File: src/rtl/channel_poller_pkg.sv
// rtl/channel_poller_pkg.sv - shared types and helpers for the N-channel burst poller
package channel_poller_pkg;

  typedef enum logic [1:0] {
    SCAN  = 2'd0,
    WAIT  = 2'd1,
    READ  = 2'd2,
    DRAIN = 2'd3
  } state_t;

  localparam int CH_NONE = 0;

  function automatic int clog2(input int value);
    int r;
    r = 0;
    while ((1 << r) < value) r = r + 1;
    return r;
  endfunction

endpackage

File: src/rtl/rr_next_ch.sv
// rtl/rr_next_ch.sv - picks the first enabled channel strictly after cur_ch, wrapping
module rr_next_ch
  import channel_poller_pkg::*;
#(
  parameter int N_CH = 4,
  parameter int CHW  = 4
) (
  input  logic [N_CH-1:0] i_mask,
  input  logic [CHW-1:0]  i_cur_ch,
  output logic [CHW-1:0]  o_next_ch,
  output logic            o_any_en
);

  logic [CHW:0] w_dist;
  logic [CHW:0] w_best;

  // Distance 1..N_CH after cur_ch; cur_ch itself is farthest so it only wins when alone.
  always_comb begin
    o_next_ch = i_cur_ch;
    w_best    = '1;
    w_dist    = '0;
    for (int j = 0; j < N_CH; j++) begin
      if (CHW'(j) > i_cur_ch)
        w_dist = (CHW+1)'(j) - {1'b0, i_cur_ch};
      else
        w_dist = (CHW+1)'(j + N_CH) - {1'b0, i_cur_ch};
      if (i_mask[j] && (w_dist < w_best)) begin
        w_best    = w_dist;
        o_next_ch = CHW'(j);
      end
    end
  end

  assign o_any_en = |i_mask;

endmodule

File: src/rtl/channel_poller_n.sv
// rtl/channel_poller_n.sv - round-robin burst poller draining N channel FIFOs into one tagged stream
module channel_poller_n
  import channel_poller_pkg::*;
#(
  parameter int N_CH      = 4,
  parameter int DW        = 16,
  parameter int BURST_LEN = 20,
  parameter int WAIT_CYC  = 100,
  parameter int CHW       = 4
) (
  input  logic                 clk_25m,
  input  logic                 rst_n,
  input  logic                 cfg_valid,
  input  logic [N_CH-1:0]      cfg_ch_en,
  input  logic [N_CH-1:0]      fifo_ready,
  input  logic [N_CH*DW-1:0]   fifo_rdata,
  output logic [N_CH-1:0]      rdreq,
  output logic [DW-1:0]        data_out,
  output logic                 data_valid,
  output logic [CHW-1:0]       data_ch,
  output logic                 frame_start,
  output logic                 frame_end,
  output logic                 busy
);

  localparam int WCW = clog2(WAIT_CYC);
  localparam int BCW = clog2(BURST_LEN + 1);

  state_t          r_state, w_next_state;
  logic [N_CH-1:0] r_act_mask, r_pend_mask, w_eff_mask;
  logic            r_pend;
  logic [CHW-1:0]  r_cur_ch, w_next_ch;
  logic            w_any_en;
  logic [WCW-1:0]  r_wait_cnt;
  logic [BCW-1:0]  r_word_cnt;
  logic [N_CH-1:0] w_sel_onehot, w_rdreq_nxt;
  logic [DW-1:0]   w_sel_word;
  logic            w_ready_sel, w_last_word, w_wait_done, w_busy_nxt, w_word_out;

  logic [N_CH-1:0] r_rdreq;
  logic [DW-1:0]   r_data_out;
  logic            r_data_valid, r_frame_start, r_frame_end, r_busy;
  logic [CHW-1:0]  r_data_ch;

  // A pending mask is only consulted in SCAN, so bursts and waits never see a mask change.
  assign w_eff_mask = r_pend ? r_pend_mask : r_act_mask;

  rr_next_ch #(.N_CH(N_CH), .CHW(CHW)) u_rr_next_ch (
    .i_mask    (w_eff_mask),
    .i_cur_ch  (r_cur_ch),
    .o_next_ch (w_next_ch),
    .o_any_en  (w_any_en)
  );

  always_comb begin
    w_sel_onehot = '0;
    w_sel_word   = '0;
    for (int i = 0; i < N_CH; i++) begin
      if (r_cur_ch == CHW'(i)) begin
        w_sel_onehot[i] = 1'b1;
        w_sel_word      = fifo_rdata[i*DW +: DW];
      end
    end
  end

  assign w_ready_sel = |(fifo_ready & w_sel_onehot);
  assign w_last_word = (r_word_cnt == BCW'(BURST_LEN - 1));
  assign w_wait_done = (r_wait_cnt == WCW'(WAIT_CYC - 1));
  assign w_word_out  = |r_rdreq;

  always_ff @(posedge clk_25m or negedge rst_n) begin
    if (!rst_n) begin
      r_state     <= SCAN;
      r_act_mask  <= '0;
      r_pend_mask <= '0;
      r_pend      <= 1'b0;
      r_cur_ch    <= CHW'(N_CH - 1);
      r_wait_cnt  <= '0;
      r_word_cnt  <= '0;
    end else begin
      r_state <= w_next_state;
      if (r_state == SCAN) begin
        r_act_mask <= w_eff_mask;
        if (w_any_en) r_cur_ch <= w_next_ch;
      end
      if (cfg_valid) begin
        r_pend_mask <= cfg_ch_en;
        r_pend      <= 1'b1;
      end else if (r_state == SCAN) begin
        r_pend <= 1'b0;
      end
      r_wait_cnt <= (r_state == WAIT) ? r_wait_cnt + WCW'(1) : '0;
      r_word_cnt <= (r_state == READ) ? r_word_cnt + BCW'(1) : '0;
    end
  end

  always_comb begin
    w_next_state = r_state;
    case (r_state)
      SCAN:    w_next_state = w_any_en ? WAIT : SCAN;
      WAIT: begin
        if (w_ready_sel)      w_next_state = READ;
        else if (w_wait_done) w_next_state = SCAN;
      end
      READ:    w_next_state = w_last_word ? DRAIN : READ;
      DRAIN:   w_next_state = SCAN;
      default: w_next_state = SCAN;
    endcase
  end

  // cur_ch only moves in SCAN, so it is stable for every cycle that can lead into READ.
  always_comb begin
    w_rdreq_nxt = (w_next_state == READ) ? w_sel_onehot : '0;
    w_busy_nxt  = (w_next_state == READ) || (w_next_state == DRAIN);
  end

  always_ff @(posedge clk_25m or negedge rst_n) begin
    if (!rst_n) begin
      r_rdreq       <= '0;
      r_busy        <= 1'b0;
      r_data_valid  <= 1'b0;
      r_data_out    <= '0;
      r_data_ch     <= CHW'(CH_NONE);
      r_frame_start <= 1'b0;
      r_frame_end   <= 1'b0;
    end else begin
      r_rdreq       <= w_rdreq_nxt;
      r_busy        <= w_busy_nxt;
      r_data_valid  <= w_word_out;
      r_data_out    <= w_word_out ? w_sel_word : '0;
      r_data_ch     <= w_word_out ? r_cur_ch + CHW'(1) : CHW'(CH_NONE);
      r_frame_start <= w_word_out && (r_word_cnt == '0);
      r_frame_end   <= w_word_out && w_last_word;
    end
  end

  assign rdreq       = r_rdreq;
  assign busy        = r_busy;
  assign data_valid  = r_data_valid;
  assign data_out    = r_data_out;
  assign data_ch     = r_data_ch;
  assign frame_start = r_frame_start;
  assign frame_end   = r_frame_end;

endmodule
File: config.mk
export PLATFORM = sky130hd
export DESIGN_NAME = channel_poller_n
export DESIGN_NICKNAME = d
export VERILOG_FILES = /design/src/rtl/channel_poller_pkg.sv /design/src/rtl/rr_next_ch.sv /design/src/rtl/channel_poller_n.sv
export SDC_FILE = /design/constraint.sdc
export NUM_CORES = 1
export LEC_CHECK = 0
export ABC_AREA = 0
export BUFFER_PORTS_ARGS = -buffer_cell sky130_fd_sc_hd__buf_4
export CAP_MARGIN = 20
export CORE_ASPECT_RATIO = 2
export CORE_MARGIN = 1.5
export CORE_UTILIZATION = 45
export DETAILED_ROUTE_END_ITERATION = 12
export PLACE_DENSITY = 0.77
export SKIP_LAST_GASP = 1
export SYNTH_ARGS = -nofsm -noshare
export SYNTH_HDL_FRONTEND = slang
export SYNTH_SLANG_ARGS = --single-unit
File: constraint.sdc
create_clock -name clk_25m -period 12.3 [get_ports clk_25m]
set_clock_uncertainty 0.2 [all_clocks]
set_input_delay 1.845 -clock clk_25m [delete_from_list [all_inputs] [get_ports clk_25m]]
set_output_delay 1.845 -clock clk_25m [all_outputs]
set_load 0.02 [all_outputs]
==> results of run 1 <==
-- cells by family (layout without fill, tap and decap cells) --
family / after synthesis / count (layout)
other: 1 / 1
xor gates and xnor gates: 8 / 8
AOI/OAI and AO/OA: 85 / 85
buffers and inverters: 32 / 126
DFF: 51 / 51
and+or+nand+nor: 125 / 125
muxes: 14 / 14
adders and majority gates: 15 / 15
-- critical path, delay by kind of cell (launching register included) --
| kind | cells | cell delay, ns |
|---|---|---|
| buffers and inverters | 2 | 0.37 |
| muxes | 2 | 0.64 |
| DFF | 1 | 0.62 |
| and+or+nand+nor | 4 | 0.45 |
| adders and majority gates | 4 | 1.42 |
| AOI/OAI and AO/OA | 8 | 1.67 |
-- state kept, by name (all words and copies together), names as in the netlist --
name         flops
busy             1
data_ch          3
data_out        16
data_valid       1
frame_end        1
frame_start      1
r_act_mask       4
r_cur_ch         2
r_pend           1
r_pend_mask      4
r_state          1
r_wait_cnt       7
r_word_cnt       5
rdreq            4
-- area by class of cell --
type,count,area [sq um]
Clock buffer,6,138.9
Clock inverter,2,38.79
Fill cell,557,2355
Inverter,14,55.05
Multi-Input combinational cell,248,1555
Sequential cell,51,1279
Tap cell,86,107.6
Timing Repair Buffer,104,780.7
-- per-layer routing --
metal	routed length (microns)	vias to the layer above
met3	469	10
met2	4131	104
met1	2763	1243
met5	0	-
met4	108	0
li1	-	1317
-- synth_stat cells (2+ instances only) --
master | count | area [sq um]
o21ai_1 | 3 | 15.01
nand3b_1 | 16 | 120.1
ha_1 | 15 | 187.7
a32oi_1 | 2 | 17.52
o21ai_0 | 4 | 20.02
buf_1 | 3 | 11.26
xnor2_1 | 4 | 35.03
a21o_1 | 5 | 37.54
dfstp_2 | 2 | 52.55
xor2_1 | 4 | 35.03
nand2b_1 | 4 | 25.02
o211ai_2 | 2 | 25.02
clkbuf_1 | 12 | 45.04
nor2_1 | 61 | 229.0
a21oi_1 | 54 | 270.3
mux2_2 | 6 | 67.56
mux2i_1 | 5 | 50.05
inv_1 | 12 | 45.04
nor2b_1 | 5 | 31.28
nand2_1 | 23 | 86.33
o31ai_1 | 2 | 15.01
nand3_1 | 7 | 35.03
dfrtp_1 | 49 | 1226
-- power by group through the flow --
stage | sequential [mW] | combinational (mW) | clock, mW
6_report | 0.265 | 0.640 | 0.163
5_1_grt | 0.273 | 0.707 | 0.171
4_1_cts | 0.266 | 0.646 | 0.167
3_5_place_dp | 0.268 | 0.643 | 0
3_3_place_gp | 0.266 | 0.635 | 0
2_1_floorplan | 0.303 | 0.414 | 0
-- per-stage QoR --
step / utilization [%] / power [mW] / cells
after floorplan: - / 0.7178 / 331
after global placement: 59.87 / 0.9014 / 503
after detailed placement: 59.87 / 0.9115 / 503
after CTS: 62.68 / 1.078 / 511
after global routing: 62.68 / 1.152 / 511
final: 62.68 / 1.068 / 511
-- worst paths after layout --
kind / start / to / slack [ns] / depth (start not counted)
max in group asynchronous: rst_n / r_act_mask[2] / 10.10 / 1
worst min register to register: r_wait_cnt[0] / r_wait_cnt[0] / 0.26 / 1
worst min-delay path: r_wait_cnt[0] / r_wait_cnt[0] / 0.26 / 1
worst max register to register: r_cur_ch[0] / r_cur_ch[1] / 6.87 / 20
worst max-delay path: r_cur_ch[0] / r_cur_ch[1] / 6.87 / 20
min in group asynchronous: rst_n / r_wait_cnt[3] / 1.37 / 1
==> reports/metrics.cfg, run 1 <==
[synth]
ys_ff_latch=51
synthMuxAreaShare_pct=5.617
synth_ff_type=dfrtp_1
synth_seq_area_share_pct=43.16
async_reset_ff_share_pct=100.0
synth_xor_area_share_pct=2.365
syn-num-nets=421
syn_inst=331
synth_warnings=0
synth_area_per_cell_sq_um=8.951
synth_cell_types=54
synthesis.area_sq_um=2963
synth-adder-area-share_pct=6.334
synth_compound_area_share_pct=17.95
synth_top_family_by_area=simple AND/OR/NAND/NOR gates
synth-simple-area-share_pct=19.89
synth_edf_count=0

[floorplanning]
fp-row-count=41
die-area_sq_um=7109
fp.dieW_microns=60.38
die_h_microns=117.8
initial_utilization_pct=46.96
io_pins=103
design.core.area_sq_um=6310

[route]
via_per_inst=5.233
firstDrtPassIters=4
postRouteAntennaNets=0
routed_wirelength_microns=7473
post_drt_wl_per_cell_microns=14.62
drt_iter0_drc=84
drc=0
vias=2674

[global_route]
grt.met2_usage_pct=40.29
grt_pass1_wl_microns=12090
antenna_found_initial=0
grt_max_degree=52
grt_pass1_vias=2633
overflow=0
met1_usage_pct=24.25
track_usage_pct=22.45
grt.met3_usage_pct=4.725
top_usage_layer=met2

[pwr]
power_frac_clock_pct=15.3
combPwrFrac_pct=59.9
p_sw_share_pct=44.73
p_switching_mw=0.4777
max-vdd-ir-drop_mv=0.1179
p_leak_nw=1.944
intPower_mw=0.5904
power_density_nw_per_um2=270.1
seq_power_share_pct=24.9

[worst_setup_path]
critPathMaxStageDelay_ns=0.62
cp_slowest_cell=dfstp_2
critical_path.max_fanout=19
arrival_ns=5.46
start_kind=register
critical_path.cell_chain=inv_1 > ha_1 > inv_2 > nor2_1 > ha_1 > nand2_1 > o21ai_1 > a21o_1 > mux2i_1 > ha_1 > a21o_1 > a211o_2 > a211oi_4 > nand2_2 > mux2_1 > ha_1 > a21o_1 > a221oi_2 > nand2b_1 > a221o_1
worst_path_most_repeated_cell=ha_1
crit_type=reg -> reg
cp.required_ns=12.33
endpoint_kind=register

[finish]
layout.nets=514
antenna_cells=0
drive_gt1_share_pct=31.53
layout_commonest_cell=buf_4
final_area_sq_um=3955
final_cell_mix=104 x buf_4, 61 x nor2_1, 54 x a21oi_1
synthToLayoutAreaGrowth_pct=33.49

[clocking]
htree_levels=2
cts_hold_buffers=0
clkLatencyLatePin_ns=0.29
cts-root-buf=clkbuf_16
cts.sinks=51
clk_pin_slew_ns=0.07
postCtsSetupBuffers=0
cts_resized=0
ctsLongestPathBuffers=2
cts_buffers=5
cts_tree=built

[timing]
finalHoldViolations=0
finalMaxSlewViolations=0
whs_ns=0.2553
worstMarginPinSlew_ns=0.9119
setup_slack_ns=6.871
setup_tns_ns=0
fin_crit_ns=5.429
rsz0062_at_grt=false
finalSetupViolCount=0
max_freq_mhz=184.2
timing.final.crit_share_pct=44.14
slew_headroom_pct=39.20

[place]
placed_area_sq_um=3777
routabilityCongestion=0.9118
portBuffers=101
dp_hpwl_microns=5797
preCtsSetupSlack_ns=6.908

[run]
maxCapViolCount=0

[worst_hold_path]
hp-class=reg -> reg

[run_status]
status=finished, final reports clean

(Power assumes the default switching activity.)
==> inputs of run 2 (changes only) <==
--- a/config.mk
+++ b/config.mk
@@ -12,7 +12,7 @@
 export CORE_MARGIN = 1.5
 export CORE_UTILIZATION = 45
 export DETAILED_ROUTE_END_ITERATION = 12
-export PLACE_DENSITY = 0.77
+export PLACE_DENSITY = 0.8
 export SKIP_LAST_GASP = 1
 export SYNTH_ARGS = -nofsm -noshare
 export SYNTH_HDL_FRONTEND = slang
==> constraint.sdc (replaced) <==
create_clock -name clk_25m -period 4.53 [get_ports clk_25m]
set_clock_uncertainty 0.2 [all_clocks]
set_input_delay 0.6795 -clock clk_25m [delete_from_list [all_inputs] [get_ports clk_25m]]
set_output_delay 0.6795 -clock clk_25m [all_outputs]
set_load 0.02 [all_outputs]
==> run 2 against run 1 <==
Via count up 1.8%. Non-clock buffer count up 16. Largest cell class unchanged. Hold slack worse by 0.062 ns. First-iteration DRC count is 12% higher. Clock power rose to 2.6 times the previous value. Sequential power rose to 2.6 times the previous value. Register-to-register slack lost 6.7 ns. Fmax up 25%. Critical path depth shrank 2. Cell area is 4.6% higher.
==> reports/metrics.cfg, run 2 (synthesis gave the netlist of run 1 again) <==
[clocking]
clkLatencyLatePin_ns=0.30  ; about the same
cts_tree=built
cts-root-buf=clkbuf_16
clk_pin_slew_ns=0.07  ; about the same
cts.sinks=51  ; unchanged
cts_buffers=5  ; unchanged
postCtsSetupBuffers=0  ; unchanged
htree_levels=2  ; unchanged
ctsLongestPathBuffers=2  ; unchanged

[floorplanning]
die-area_sq_um=7109  ; unchanged
initial_utilization_pct=46.96  ; unchanged
fp-row-count=41  ; unchanged
die_h_microns=117.8  ; unchanged
design.core.area_sq_um=6310  ; unchanged
io_pins=103  ; unchanged
fp.dieW_microns=60.38  ; unchanged

[worst_setup_path]
worst_path_most_repeated_cell=a21o_1
cp.required_ns=4.56  ; -7.77 ns
reg2reg_depth=18  ; -10%
cpLargestDelayFamily=compound AO/OA/AOI/OAI gates
crit_buf_inv=2  ; unchanged
critPathMaxStageDelay_ns=0.55  ; -0.07 ns
path_depth=18  ; -10%
cp_slowest_cell=dfstp_2
critical_path.cell_chain=inv_4 > ha_4 > inv_1 > a22oi_2 > o21ai_1 > a21o_1 > mux2i_1 > ha_1 > a21o_1 > a211o_2 > a211oi_4 > nand2_2 > mux2_4 > ha_4 > a21o_1 > a221oi_2 > nand2b_1 > a221o_1
endpoint_kind=register
arrival_ns=4.39  ; -1.07 ns
critical_path.max_fanout=7  ; -12
crit_type=reg -> reg
start_kind=register

[finish]
layout.nets=530  ; +3.1%
drive_gt1_share_pct=36.14  ; +4.6 points
synthToLayoutAreaGrowth_pct=39.65
fillers=529  ; -5.0%
seq_area_sq_um=1279  ; unchanged
multi_input_area_sq_um=1625  ; +4.5%
postLayoutCoreUtil_pct=65.58  ; +2.9 points
largest_reg_flops=16  ; unchanged
final_cell_mix=120 x buf_4, 60 x nor2_1, 54 x a21oi_1
layout_commonest_cell=buf_4
antenna_cells=0  ; unchanged

[timing]
worstMarginPinSlew_ns=0.6316  ; -0.2803 ns
finalHoldViolations=0  ; unchanged
timing.final.crit_share_pct=96.25  ; +52 points
setup_tns_ns=0  ; unchanged
max_freq_mhz=229.3  ; +25%
slew_headroom_pct=57.89  ; +19 points
rsz0062_at_grt=false
finalSetupViolCount=0  ; unchanged
fin_crit_ns=4.360  ; -1.068 ns
finalMaxSlewViolations=0  ; unchanged
setup_slack_ns=0.1697  ; -6.702 ns

[global_route]
antenna_found_initial=0  ; unchanged
grt_pass1_vias=2770  ; +5.2%
grt_max_degree=52  ; unchanged
grt_pass1_wl_microns=12590  ; +4.1%
overflow=0  ; unchanged
track_usage_pct=23.33  ; +0.88 points

[place]
preCtsSetupSlack_ns=0.1080  ; -6.800 ns
dp_hpwl_microns=6010  ; +3.7%
routabilityCongestion=0.9308  ; +2.1%
portBuffers=101  ; unchanged

[run_status]
status=finished, final reports clean

[route]
drt_iter0_drc=94  ; +12%
post_drt_wl_per_cell_microns=14.36  ; -1.8%
vias=2722  ; +1.8%
wl_met3_microns=501  ; +6.8%
firstDrtPassIters=4  ; unchanged
top_layer=met4
drc=0  ; unchanged
via_per_inst=5.175  ; -1.1%
postRouteAntennaNets=0  ; unchanged
routed_wirelength_microns=7551  ; +1.0%
m1WireLength_microns=2573  ; -6.9%
met2_length_microns=4308  ; +4.3%

[run]
maxCapViolCount=0  ; unchanged

[pwr]
p_leak_nw=2.012  ; +3.5%
power_density_nw_per_um2=752.9  ; +180%
max-vdd-ir-drop_mv=0.3430  ; +190%

[worst_hold_path]
hp-class=in -> async

run 2: cell count changes in the layout (fill, tap and decap cells not counted), moves of 2 or more:
| cell | delta |
|---|---|
| buf_4 | +16 |
| ha_1 | -4 |
| ha_4 | +4 |
| inv_1 | -2 |
| inv_4 | +3 |
run 2: power breakdown:
part,leakage [nW],switching [mW],internal (mW),total [mW]
sequential,0.670,0.0829,0.616,0.699
combinational,1.27,1.11,0.888,2.00
clock,0.0759,0.160,0.257,0.418
total,2.01,1.35,1.76,3.12
run 2: layout make-up:
class,instances,share of cell area [%]
multi-input cells,248,39.28
flip-flops and latches,51,30.90
repair buffers,120,21.77
clock buffers,5,3.024
well taps,86,2.601
inverters,14,1.512
clock inverters,2,0.9072
run 2: metal layers:
metal,GRT usage [%],vias to the layer above
met4,8.333,0
met5,0,-
met1,24.52,1269
met3,6.264,11
li1,-,1344
met2,41.98,98
run 2: worst paths after layout:
path                                     from            end  slack [ns]
worst max register to register    r_cur_ch[1]    r_cur_ch[1]        0.17
worst max-delay path              r_cur_ch[1]    r_cur_ch[1]        0.17
worst min register to register  r_wait_cnt[0]  r_wait_cnt[0]        0.28
min in group clk_25m            r_wait_cnt[0]  r_wait_cnt[0]        0.28
worst min-delay path                    rst_n      frame_end        0.19
max in group asynchronous               rst_n  r_act_mask[3]        3.49
run 2: timing repair:
action,in CTS,in global routing
setup endpoints to repair,0,2
hold endpoints to repair,0,0
hold buffers,0,0
gates resized for setup,0,3
run 2: stage by stage:
stage / std cells / hold slack (ns) / power (mW) / instance area, sq um
2_1_floorplan: 331 / 0.1839 / 2.029 / 3025
3_3_place_gp: 519 / 0.2380 / 2.640 / 3954
3_5_place_dp: 519 / 0.2634 / 2.687 / 3954
4_1_cts: 526 / 0.2245 / 3.116 / 4116
5_1_grt: 526 / 0.2481 / 3.354 / 4138
6_report: 526 / 0.1937 / 3.115 / 4138
==> inputs of run 3 (changes only) <==
--- a/config.mk
+++ b/config.mk
@@ -13,6 +13,7 @@
 export CORE_UTILIZATION = 45
 export DETAILED_ROUTE_END_ITERATION = 12
 export PLACE_DENSITY = 0.8
+export RECOVER_POWER = 100
 export SKIP_LAST_GASP = 1
 export SYNTH_ARGS = -nofsm -noshare
 export SYNTH_HDL_FRONTEND = slang
==> run 3 against run 2 <==
The flow now finishes with violations (max-capacitance violations, max-slew violations). Die area unchanged. Critical path depth unchanged. Non-clock buffer count unchanged. Largest power group unchanged. Largest cell class unchanged. Cell count is the same.
==> reports/metrics.cfg, run 3 (synthesis gave the netlist of run 1 again) <==
[run_status]
status=finished, violations left
violations=max-capacitance violations, max-slew violations

[floorplanning]
fp-row-count=41  ; unchanged
io_pins=103  ; unchanged
fp.dieW_microns=60.38  ; unchanged
initial_utilization_pct=46.96  ; unchanged
die_h_microns=117.8  ; unchanged
die-area_sq_um=7109  ; unchanged
design.core.area_sq_um=6310  ; unchanged

[route]
drt_iter0_drc=110  ; +17%
vias=2728  ; +0.22%
post_drt_wl_per_cell_microns=14.26  ; -0.68%
firstDrtPassIters=4  ; unchanged
via_per_inst=5.186  ; +0.22%
routed_wirelength_microns=7500  ; -0.68%
drc=0  ; unchanged
postRouteAntennaNets=0  ; unchanged

[clocking]
clkLatencyLatePin_ns=0.30  ; about the same
cts_buffers=5  ; unchanged
cts.sinks=51  ; unchanged
clk_pin_slew_ns=0.06  ; about the same
ctsLongestPathBuffers=2  ; unchanged
cts_tree=built
htree_levels=2  ; unchanged
cts-root-buf=clkbuf_16
postCtsSetupBuffers=0  ; unchanged

[worst_setup_path]
cp.required_ns=4.56  ; about the same
endpoint_kind=register
crit_type=reg -> reg
arrival_ns=4.41  ; +0.02 ns
critical_path.max_fanout=7  ; unchanged
start_kind=register

[timing]
max_freq_mhz=228.2  ; -0.49%
fin_crit_ns=4.382  ; +0.02162 ns
slew_headroom_pct=-75.93  ; -130 points
finalHoldViolations=0  ; unchanged
finalMaxSlewViolations=52  ; +52
whs_ns=0.2790  ; +0.08529 ns
timing.final.crit_share_pct=96.73  ; +0.48 points
rsz0062_at_grt=false
worstMarginPinSlew_ns=2.639  ; +2.007 ns
setup_tns_ns=0  ; unchanged
finalSetupViolCount=0  ; unchanged

[finish]
antenna_cells=0  ; unchanged
largest_reg_flops=16  ; unchanged
layout_commonest_cell=buf_4
layout.nets=530  ; unchanged
synthToLayoutAreaGrowth_pct=35.26
final_cell_mix=87 x buf_4, 60 x nor2_1, 54 x a21oi_1
postLayoutCoreUtil_pct=63.51  ; -2.1 points
drive_gt1_share_pct=28.41  ; -7.7 points

[global_route]
antenna_found_initial=0  ; unchanged
overflow=0  ; unchanged
track_usage_pct=23.33  ; unchanged
grt_max_degree=52  ; unchanged
grt_pass1_wl_microns=12590  ; unchanged
grt_pass1_vias=2770  ; unchanged

[place]
dp_hpwl_microns=6010  ; unchanged
routabilityCongestion=0.9308  ; unchanged
portBuffers=101  ; unchanged

[worst_hold_path]
hp-class=reg -> reg

[pwr]
p_leak_nw=1.876  ; -6.7%
max-vdd-ir-drop_mv=0.3369  ; -1.8%
power_density_nw_per_um2=750.2  ; -0.37%
total_power_mw=3.006  ; -3.5%

[run]
maxCapViolCount=1  ; +1

==> run 3: changes by cell type in the layout (fill, tap and decap cells not counted) <==
cell and change:
buf_4 -33, clkbuf_1 +33, nor4_1 +1, nor4_2 -1
==> run 3: report_power, final <==
| group | total, mW | internal [mW] | switching (mW) |
|---|---|---|---|
| sequential | 0.694 | 0.616 | 0.0776 |
| clock | 0.418 | 0.257 | 0.161 |
| combinational | 1.89 | 0.786 | 1.11 |
==> run 3: per-layer routing <==
metal	up-vias	global-route usage (%)	part of all wire, %
met5	-	0	0
met4	0	8.333	2.3
met3	10	6.264	6.8
met2	104	41.98	57
met1	1267	24.52	34
li1	1347	-	-
==> run 3: through the flow <==
step	instance area, sq um	std cells	worst slack [ns]
global placement	3954	519	0.2028
detailed placement	3954	519	0.1080
CTS	4116	526	0.1022
finish	4008	526	0.1481
floorplan	3025	331	0.03227
global route	4008	526	0.006259
==> run 3: worst paths after layout <==
path / cells past startpoint / to / slack (ns) / start
setup / recovery: 18 / r_cur_ch[1] / 0.15 / r_cur_ch[1]
hold / removal: 1 / r_wait_cnt[0] / 0.28 / r_wait_cnt[0]
setup reg to reg: 18 / r_cur_ch[1] / 0.15 / r_cur_ch[1]
hold reg to reg: 1 / r_wait_cnt[0] / 0.28 / r_wait_cnt[0]
max in group asynchronous: 1 / r_act_mask[3] / 1.61 / rst_n
min in group asynchronous: 1 / frame_end / 1.00 / rst_n
==> run 3: layout make-up <==
cell class	instances	area, sq um
timing repair buffer	120	777.0
tap	86	107.6
clock inverter	2	37.54
multi-input combinational	248	1619
sequential	51	1279
clock buffer	5	125.1
fill	569	2302
inverter	14	62.56
==> run 3: worst max-delay path: stages (launching register included) <==
cell and delay (ns):
dfstp_2 0.55, inv_4 0.07, ha_4 0.29, inv_1 0.08, a22oi_2 0.22, o21ai_1 0.10, a21o_1 0.22, mux2i_1 0.21
ha_1 0.28, a21o_1 0.19, a211o_2 0.33, a211oi_4 0.18, nand2_2 0.10, mux2_4 0.32, ha_4 0.24, a21o_1 0.18
a221oi_2 0.29, nand2b_1 0.14, a221o_1 0.13
==> run 3: what timing repair did <==
action / CTS / global route
hold buffers: 0 / 0
gates resized for setup: 0 / 3
endpoints found under the setup margin: 0 / 2
